===== src/rtl/jk_bank_scheduler_pkg.sv =====
// Shared op codes, FSM states and J/K decode helpers for the JK bank scheduler.
package jk_bank_scheduler_pkg;

    typedef enum logic [1:0] {
        OP_HOLD   = 2'b00,
        OP_RESET  = 2'b01,
        OP_SET    = 2'b10,
        OP_TOGGLE = 2'b11
    } op_t;

    typedef enum logic [1:0] {
        ST_IDLE    = 2'b00,
        ST_SETUP   = 2'b01,
        ST_FIRE    = 2'b10,
        ST_RELEASE = 2'b11
    } state_t;

    // J is asserted for SET and TOGGLE
    function automatic logic op_j(input op_t op);
        return (op == OP_SET) || (op == OP_TOGGLE);
    endfunction

    // K is asserted for RESET and TOGGLE
    function automatic logic op_k(input op_t op);
        return (op == OP_RESET) || (op == OP_TOGGLE);
    endfunction

endpackage


===== src/rtl/jk_bank_scheduler_cell.sv =====
// Single clocked JK storage cell with synchronous reset and update enable.
module jk_cell (
    input  logic clk,
    input  logic reset,
    input  logic j,
    input  logic k,
    input  logic en,
    output logic q
);

    // JK update only on enable; reset has priority so an aborted op never lands
    always_ff @(posedge clk) begin
        if (reset) begin
            q <= 1'b0;
        end else if (en) begin
            case ({j, k})
                2'b01:   q <= 1'b0;
                2'b10:   q <= 1'b1;
                2'b11:   q <= ~q;
                default: q <= q;
            endcase
        end
    end

endmodule


===== src/rtl/jk_bank_scheduler.sv =====
// Two-requester round-robin scheduler sequencing ops onto a bank of JK cells.
module jk_bank_scheduler
    import jk_bank_scheduler_pkg::*;
#(
    parameter  int N_CELLS      = 8,
    parameter  int SETUP_CYCLES = 1,
    localparam int AW           = (N_CELLS > 1) ? $clog2(N_CELLS) : 1
) (
    input  logic               clk,
    input  logic               reset,
    input  logic [1:0]         req,
    input  logic [1:0]         op0,
    input  logic [1:0]         op1,
    input  logic [AW-1:0]      addr0,
    input  logic [AW-1:0]      addr1,
    output logic [1:0]         gnt,
    output logic [1:0]         done,
    output logic               busy,
    output logic [N_CELLS-1:0] cell_en,
    output logic [N_CELLS-1:0] q
);

    localparam int CW = (SETUP_CYCLES > 1) ? $clog2(SETUP_CYCLES) : 1;
    localparam logic [CW-1:0] SETUP_LAST = CW'(SETUP_CYCLES - 1);

    state_t        state, state_nx;
    logic [CW-1:0] cnt;
    logic          ptr;
    logic          pick;
    logic          winner;
    op_t           op_r;
    logic [AW-1:0] addr_r;
    logic [1:0]    win_onehot;
    logic          drive;
    logic          j, k;

    // Round-robin pick: a lone requester wins, a tie goes to the pointer owner
    always_comb begin
        pick = 1'b0;
        case (req)
            2'b10:   pick = 1'b1;
            2'b11:   pick = ptr;
            default: pick = 1'b0;
        endcase
    end

    // FSM state register
    always_ff @(posedge clk) begin
        if (reset) state <= ST_IDLE;
        else       state <= state_nx;
    end

    // FSM next-state
    always_comb begin
        state_nx = state;
        case (state)
            ST_IDLE:    if (|req) state_nx = ST_SETUP;
            ST_SETUP:   if (cnt == SETUP_LAST) state_nx = ST_FIRE;
            ST_FIRE:    state_nx = ST_RELEASE;
            ST_RELEASE: state_nx = ST_IDLE;
            default:    state_nx = ST_IDLE;
        endcase
    end

    // Capture winner/op/addr at grant, advance pointer, count setup cycles
    always_ff @(posedge clk) begin
        if (reset) begin
            cnt    <= '0;
            ptr    <= 1'b0;
            winner <= 1'b0;
            op_r   <= OP_HOLD;
            addr_r <= '0;
        end else if (state == ST_IDLE && (|req)) begin
            cnt    <= '0;
            winner <= pick;
            ptr    <= ~pick;
            op_r   <= op_t'(pick ? op1 : op0);
            addr_r <= pick ? addr1 : addr0;
        end else if (state == ST_SETUP) begin
            cnt <= cnt + CW'(1);
        end
    end

    // Handshake outputs and J/K/enable decode; out-of-range addresses match no cell
    always_comb begin
        win_onehot = winner ? 2'b10 : 2'b01;
        gnt        = (state == ST_SETUP && cnt == '0) ? win_onehot : '0;
        done       = (state == ST_RELEASE) ? win_onehot : '0;
        busy       = (state != ST_IDLE);
        drive      = (state == ST_SETUP) || (state == ST_FIRE);
        j          = drive && op_j(op_r);
        k          = drive && op_k(op_r);
        cell_en    = '0;
        for (int unsigned i = 0; i < N_CELLS; i++) begin
            cell_en[i] = (state == ST_FIRE) && (addr_r == AW'(i));
        end
    end

    for (genvar g = 0; g < N_CELLS; g++) begin : g_cell
        jk_cell u_cell (
            .clk   (clk),
            .reset (reset),
            .j     (j),
            .k     (k),
            .en    (cell_en[g]),
            .q     (q[g])
        );
    end

endmodule


===== config.mk =====
export PLATFORM = sky130hd
export DESIGN_NAME = jk_bank_scheduler
export DESIGN_NICKNAME = d
export VERILOG_FILES = /design/src/rtl/jk_bank_scheduler_pkg.sv /design/src/rtl/jk_bank_scheduler_cell.sv /design/src/rtl/jk_bank_scheduler.sv
export SDC_FILE = /design/constraint.sdc
export NUM_CORES = 1
export LEC_CHECK = 0
export CORE_UTILIZATION = 49
export CTS_CLUSTER_DIAMETER = 50
export DETAILED_ROUTE_END_ITERATION = 10
export PLACE_DENSITY = 0.88
export SYNTH_ARGS = -nofsm -noshare
export SYNTH_HDL_FRONTEND = slang
export SYNTH_SLANG_ARGS = --single-unit
export TNS_END_PERCENT = 1

===== constraint.sdc =====
create_clock -name clk -period 4.1 [get_ports clk]
set_input_delay 0.615 -clock clk [delete_from_list [all_inputs] [get_ports clk]]
set_output_delay 0.615 -clock clk [all_outputs]
set_load 0.02 [all_outputs]

# Yosys cells after proc, flatten, opt, wreduce, memory -nomap -nowiden
# Cells that the tools add are included.
[word_totals] register_bits=18 inputBits=14 out_inout_bits=21
[classes] n_addsub=1 eq_ne=20 n_mux=17 bitwise_logic=10 n_reduce_logical=30
[op_table] operator="1-bit case mux with 3 select lines" count=8
[op_table] operator="2-bit AND reduction" count=9
[op_table] operator="2-bit == test (second input constant)" count=8
[op_table] operator="3-bit == test (second input constant)" count=4
[op_table] operator="1-bit logical AND" count=12
[op_table] operator="2-bit two-way mux" count=6
[op_table] operator="1-bit NOT" count=10
[op_table] operator="2-bit case mux with 4 select lines" count=1
[op_table] operator="2-bit by 1-bit == test with 1-bit output (second input constant)" count=3
[op_table] operator="3-bit by 2-bit == test with 1-bit output (second input constant)" count=2
[op_table] operator="2-bit OR reduction" count=2
[op_table] operator="3-bit by 1-bit == test with 1-bit output (second input constant)" count=1
[op_table] operator="3-bit zero test" count=1
[op_table] operator="1-bit logical OR" count=3
[op_table] operator="3-bit two-way mux" count=1
[op_table] operator="3-bit nonzero test" count=1
[op_table] operator="2-bit zero test" count=1
[op_table] operator="2-bit by 1-bit != test with 1-bit output (second input constant)" count=1
[op_table] operator="2-bit != test (second input constant)" count=1
[op_table] operator="1-bit case mux with 2 select lines" count=1
[op_table] operator="2-bit nonzero test" count=1
[op_table] operator="1-bit adder (second input constant)" count=1

# Depth between registers and ports, before layout
[logic_depth] word_depth=6 ltp_mapped=7 depth_no_buf=5

# Hierarchy
# From an unflattened synthesis, not the netlist that was laid out.
[hier_totals] cells_unflattened=111 hier_area_um2=1014.7
[modules_own_cells] module="jk_bank_scheduler" instances=1 cells_each=79 area_per_inst_um2=644.4 seq_area_each_um2=200.2
[modules_own_cells] module="jk_cell" instances=8 cells_each=4 area_per_inst_um2=46.3 seq_area_each_um2=20.0

# Least setup slack after synthesis
# No wires, ideal clock.
[synth_path] path_type="register -> output" startpoint="register state[0]" endpoint="output cell_en[0]" t_arrival_ns=1.290 required_time_ns=3.485 setup_slack_ns=2.195 path_stages_with_launch=6 n_path_buf=1 cell_sequence="dfxtp_1 inv_1 ha_1 or4b_1 inv_1 buf_4"
[synth_via] elab_chain_len=2
[synth_rtl] element="start, declared" line="jk_bank_scheduler.sv:26" rtl="state_t state, state_nx;"
[synth_rtl] element="start signal, assigned" line="jk_bank_scheduler.sv:50" rtl="else state <= state_nx;"
[synth_rtl] element="2-bit == test" line="jk_bank_scheduler.sv:95" rtl="cell_en[i] = (state == ST_FIRE) && (addr_r == AW'(i));"
[synth_rtl] element="1-bit logical AND" line="jk_bank_scheduler.sv:95"
[synth_rtl] element="end, declared" line="jk_bank_scheduler.sv:19" rtl="output logic [N_CELLS-1:0] cell_en,"
# Every way passes these cells.

# Worst setup path in the final report
# Same ends and word-level chain as after synthesis.

==> reports/summary.md <==
The run finished with clean final reports. The tightest hold path in the finished design has a slack of 0.490 ns. The count of nets left with antenna violations once routing finished came out at 0. Across every metal layer, demand over resource in global routing totals 19.7%. The synthesized netlist contains 36 unique library cells. Largest vdd supply drop: 0.454 mV. The worst relative slew slack was 57.0%; the shortest clock period the worst path allows after layout was 2.83 ns. Via count of the first global-routing pass: 897.

The logs give 18 for the clock sink count and 2 for the maximum buffer depth of the clock tree. The run gives 0 as the number of violations of the max-capacitance limit. The path class of the tightest hold or removal check is flop to flop. Setup-violating endpoint count in the final report: 0. Counting the fill cells in the layout gives 181.

The width of the die was 49.7 um; the area overhead of the layout relative to synthesis was 24.2%. The first detailed-routing pass ran for 5 iterations. The first global-routing pass estimated 3820 um of wire.

The maximum fanout encountered on the critical timing path is 6. The highest layer used for signal routing was met4. Pin placement for this block handled 35 I/O pins.

The repair_antennas step left the layout with diodes totalling 0. The floorplan step defined a core boundary enclosing 2040 sq um. The HPWL after detailed placement is 1760 um. In this run the vertical extent of the chip is 49.7 um.

The routed design uses 94 um of met3 wire. The worst setup path is of the flop to primary output kind. The root buffer cell was sky130_fd_sc_hd__clkbuf_4. Data arrives at the worst endpoint at 2.22 ns. The number of nets in the synthesized netlist is 154.

The die covers 2470 sq um. The H-tree level count came out at 1. In this run, post-CTS repair resized a total of 0 instances. The final number of max-transition violations was 0; the final-stage net count was 172.

The source-to-sink clock delay at the later pin of the worst-skew pair is 0.30 ns, and the synthesized instance count is 136. For the pin with the worst max-slew slack, the measured transition is 0.643 ns. Hold repair after CTS inserted 0 buffers. The Yosys step of the flow raised 0 warnings.

For the leakage power figure, the log shows 0.525 nW. After detailed routing, the number of vias per cell comes to 5.44. The quantity of I/O buffers inserted on ports works out to 34. After detailed routing, the number of remaining DRC violations is 0. For this block, the via count after detailed routing is 980. After synthesis the cells add up to 1120 sq um.

For this run the aggregate overflow at the end of global routing stands at 0. Summed over all layers, the routed wires come to 2290 um. Counting the buffers created by CTS gives 3. After floorplanning, the core was divided into 16 placement rows. Largest net degree at the start of global routing: 20. Nature of the critical path endpoint: a primary output. Total power divided by cell area: 478 nW/um^2. The upper clock frequency limit is 353 MHz. The tools report the total met2 wirelength after detailed routing as 1150 um.

The number of hold-slack violations in the final timing report is 0. Number of antenna violations at the first check in global routing: 0. The number of setup buffers added after CTS is 0. The clock input transition at the sequential cells of the worst setup and hold paths is 0.11 ns, and the post-route setup TNS is 0 ns.

For this block, wires on met1 add up to 1020 um. Once the floorplan was initialized, standard cells occupied 54.7% of the core. The flop and latch count out of synthesis came out at 18. Dividing the detail-routed wire length by the instance count gives 12.7 um. Dividing the final minimum period by the clock period gives 69.1%.

TritonCTS built the clock tree. STA classifies the critical path startpoint as a flop. In this run, the number of DRC markers left after iteration 0 of detailed routing was 20.

Across the routed clock network, the largest skew measured is 0.00124 ns. Sequential cells were found to cover 32.3% of the synthesized design area. Setup repair after global routing left no endpoint under its margin. The synthesized area divided by synthesized cell count was 8.21 sq um; the last weighted congestion value of the routability-driven placer was 0.822. The worst endpoint required time is 3.48 ns, and the proportion of layout cells with a drive suffix above 1 is 5.88%.
worst max-delay path: stages (launching register included):
cell	delay, ns
sky130_fd_sc_hd__dfxtp_1	0.37
sky130_fd_sc_hd__inv_1	0.09
sky130_fd_sc_hd__ha_1	0.27
sky130_fd_sc_hd__or4b_1	0.51
sky130_fd_sc_hd__inv_1	0.08
sky130_fd_sc_hd__clkdlybuf4s50_1	0.59
cells in the final DEF (no fill, tap or decap), types with 5 or more instances in the layout:
cell type                          n
sky130_fd_sc_hd__a311oi_1          5
sky130_fd_sc_hd__nor2b_1           8
sky130_fd_sc_hd__clkdlybuf4s50_1  34
sky130_fd_sc_hd__nor2_1           14
sky130_fd_sc_hd__dfxtp_1          18
sky130_fd_sc_hd__nand2b_1          5
sky130_fd_sc_hd__nor3_1            6
sky130_fd_sc_hd__o21ai_0           8
sky130_fd_sc_hd__a21oi_1           5
sky130_fd_sc_hd__inv_1             8
stage by stage:
stage | worst slack [ns] | area [sq um] | power [mW] | util [%] | cells
global placement | 1.69 | 1350 | 0.534 | 66.1 | 176
floorplan | 2.20 | 1120 | 0.459 | - | 136
CTS | 1.27 | 1390 | 0.662 | 67.9 | 180
detailed placement | 1.62 | 1350 | 0.548 | 66.1 | 176
global route | 1.18 | 1390 | 0.707 | 67.9 | 180
finish | 1.27 | 1390 | 0.663 | 67.9 | 180
power breakdown:
group | leakage [nW] | total (mW) | switching (mW) | internal (mW)
registers | 0.147 | 0.256 | 0.0471 | 0.209
logic | 0.357 | 0.292 | 0.164 | 0.128
clock network | 0.0210 | 0.115 | 0.0604 | 0.0542
total | 0.525 | 0.663 | 0.271 | 0.392
routing by layer:
metal | vias to the layer above | GRT usage, %
met1 | 444 | 23.5
met3 | 2 | 2.78
met5 | - | 0
met4 | 0 | 7.14
li1 | 499 | -
met2 | 35 | 35.4
synthesized netlist by cell type:
cell / instances / share of area (%)
sky130_fd_sc_hd__a211oi_1: 1 / 0.67
sky130_fd_sc_hd__nand4bb_1: 1 / 1.0
sky130_fd_sc_hd__nand2_2: 1 / 0.56
sky130_fd_sc_hd__a311oi_1: 5 / 3.9
sky130_fd_sc_hd__o211ai_1: 1 / 0.67
sky130_fd_sc_hd__a221oi_1: 1 / 0.78
sky130_fd_sc_hd__nand3b_1: 1 / 0.67
sky130_fd_sc_hd__nand2b_1: 5 / 2.8
sky130_fd_sc_hd__nand2_1: 3 / 1.0
sky130_fd_sc_hd__a32o_1: 2 / 1.8
sky130_fd_sc_hd__nor3b_1: 1 / 0.67
sky130_fd_sc_hd__and3b_1: 1 / 0.78
sky130_fd_sc_hd__buf_2: 1 / 0.45
sky130_fd_sc_hd__or4_1: 1 / 0.67
sky130_fd_sc_hd__a22oi_1: 1 / 0.67
sky130_fd_sc_hd__nor3_1: 6 / 2.7
sky130_fd_sc_hd__and2_1: 1 / 0.56
sky130_fd_sc_hd__a32oi_1: 1 / 0.78
sky130_fd_sc_hd__inv_1: 8 / 2.7
sky130_fd_sc_hd__o21ai_0: 8 / 3.6
sky130_fd_sc_hd__a21oi_1: 5 / 2.2
sky130_fd_sc_hd__mux2i_1: 1 / 0.90
sky130_fd_sc_hd__nand3_1: 4 / 1.8
sky130_fd_sc_hd__or3_1: 1 / 0.56
sky130_fd_sc_hd__nor2_1: 14 / 4.7
sky130_fd_sc_hd__o31ai_1: 2 / 1.3
sky130_fd_sc_hd__o21a_1: 2 / 1.3
sky130_fd_sc_hd__nor2b_1: 8 / 4.5
sky130_fd_sc_hd__dfxtp_1: 18 / 32
sky130_fd_sc_hd__mux2_2: 4 / 4.0
sky130_fd_sc_hd__or4b_1: 1 / 0.90
sky130_fd_sc_hd__buf_4: 16 / 11
sky130_fd_sc_hd__xnor2_1: 1 / 0.78
sky130_fd_sc_hd__a31oi_1: 1 / 0.56
sky130_fd_sc_hd__clkbuf_1: 4 / 1.3
sky130_fd_sc_hd__ha_1: 4 / 4.5
flip-flops by register name, summed over array words and instances, names as in the netlist:
name	flops
g_cell.u_cell.q	8
winner	1
addr_r	3
ptr	1
op_r	2
cnt	1
state	2
logic make-up (layout without fill, tap and decap cells):
kind of cell               after synthesis  in the layout  share of synthesized area, %
buffers and inverters                   29             46                          15.2
muxes                                    5              5                          4.93
xor gates and xnor gates                 1              1                         0.785
AOI/OAI and AO/OA                       30             30                          18.4
adders and majority gates                4              4                          4.48
DFF                                     18             18                          32.3
and+or+nand+nor                         49             49                          23.9
layout make-up:
cell class              count  area (sq um)  area share [%]
inverters                   8          30.0            2.17
well taps                  27          33.8            2.44
flip-flops and latches     18           360            26.0
clock buffers               4          36.3            2.62
repair buffers             34           340            24.5
multi-input cells          89           586            42.2
worst paths after layout:
path | depth (start not counted) | from | endpoint | slack, ns
worst min-delay path | 1 | g_cell[2].u_cell.q$_SDFFE_PP0P_ | g_cell[2].u_cell.q$_SDFFE_PP0P_ | 0.49
worst min register to register | 1 | g_cell[2].u_cell.q$_SDFFE_PP0P_ | g_cell[2].u_cell.q$_SDFFE_PP0P_ | 0.49
worst max register to register | 5 | state[0]$_SDFFE_PP0P_ | g_cell[4].u_cell.q$_SDFFE_PP0P_ | 2.37
worst max-delay path | 5 | state[0]$_SDFFE_PP0P_ | cell_en[0] | 1.27
Note: power is estimated with default switching activity, not from simulation.
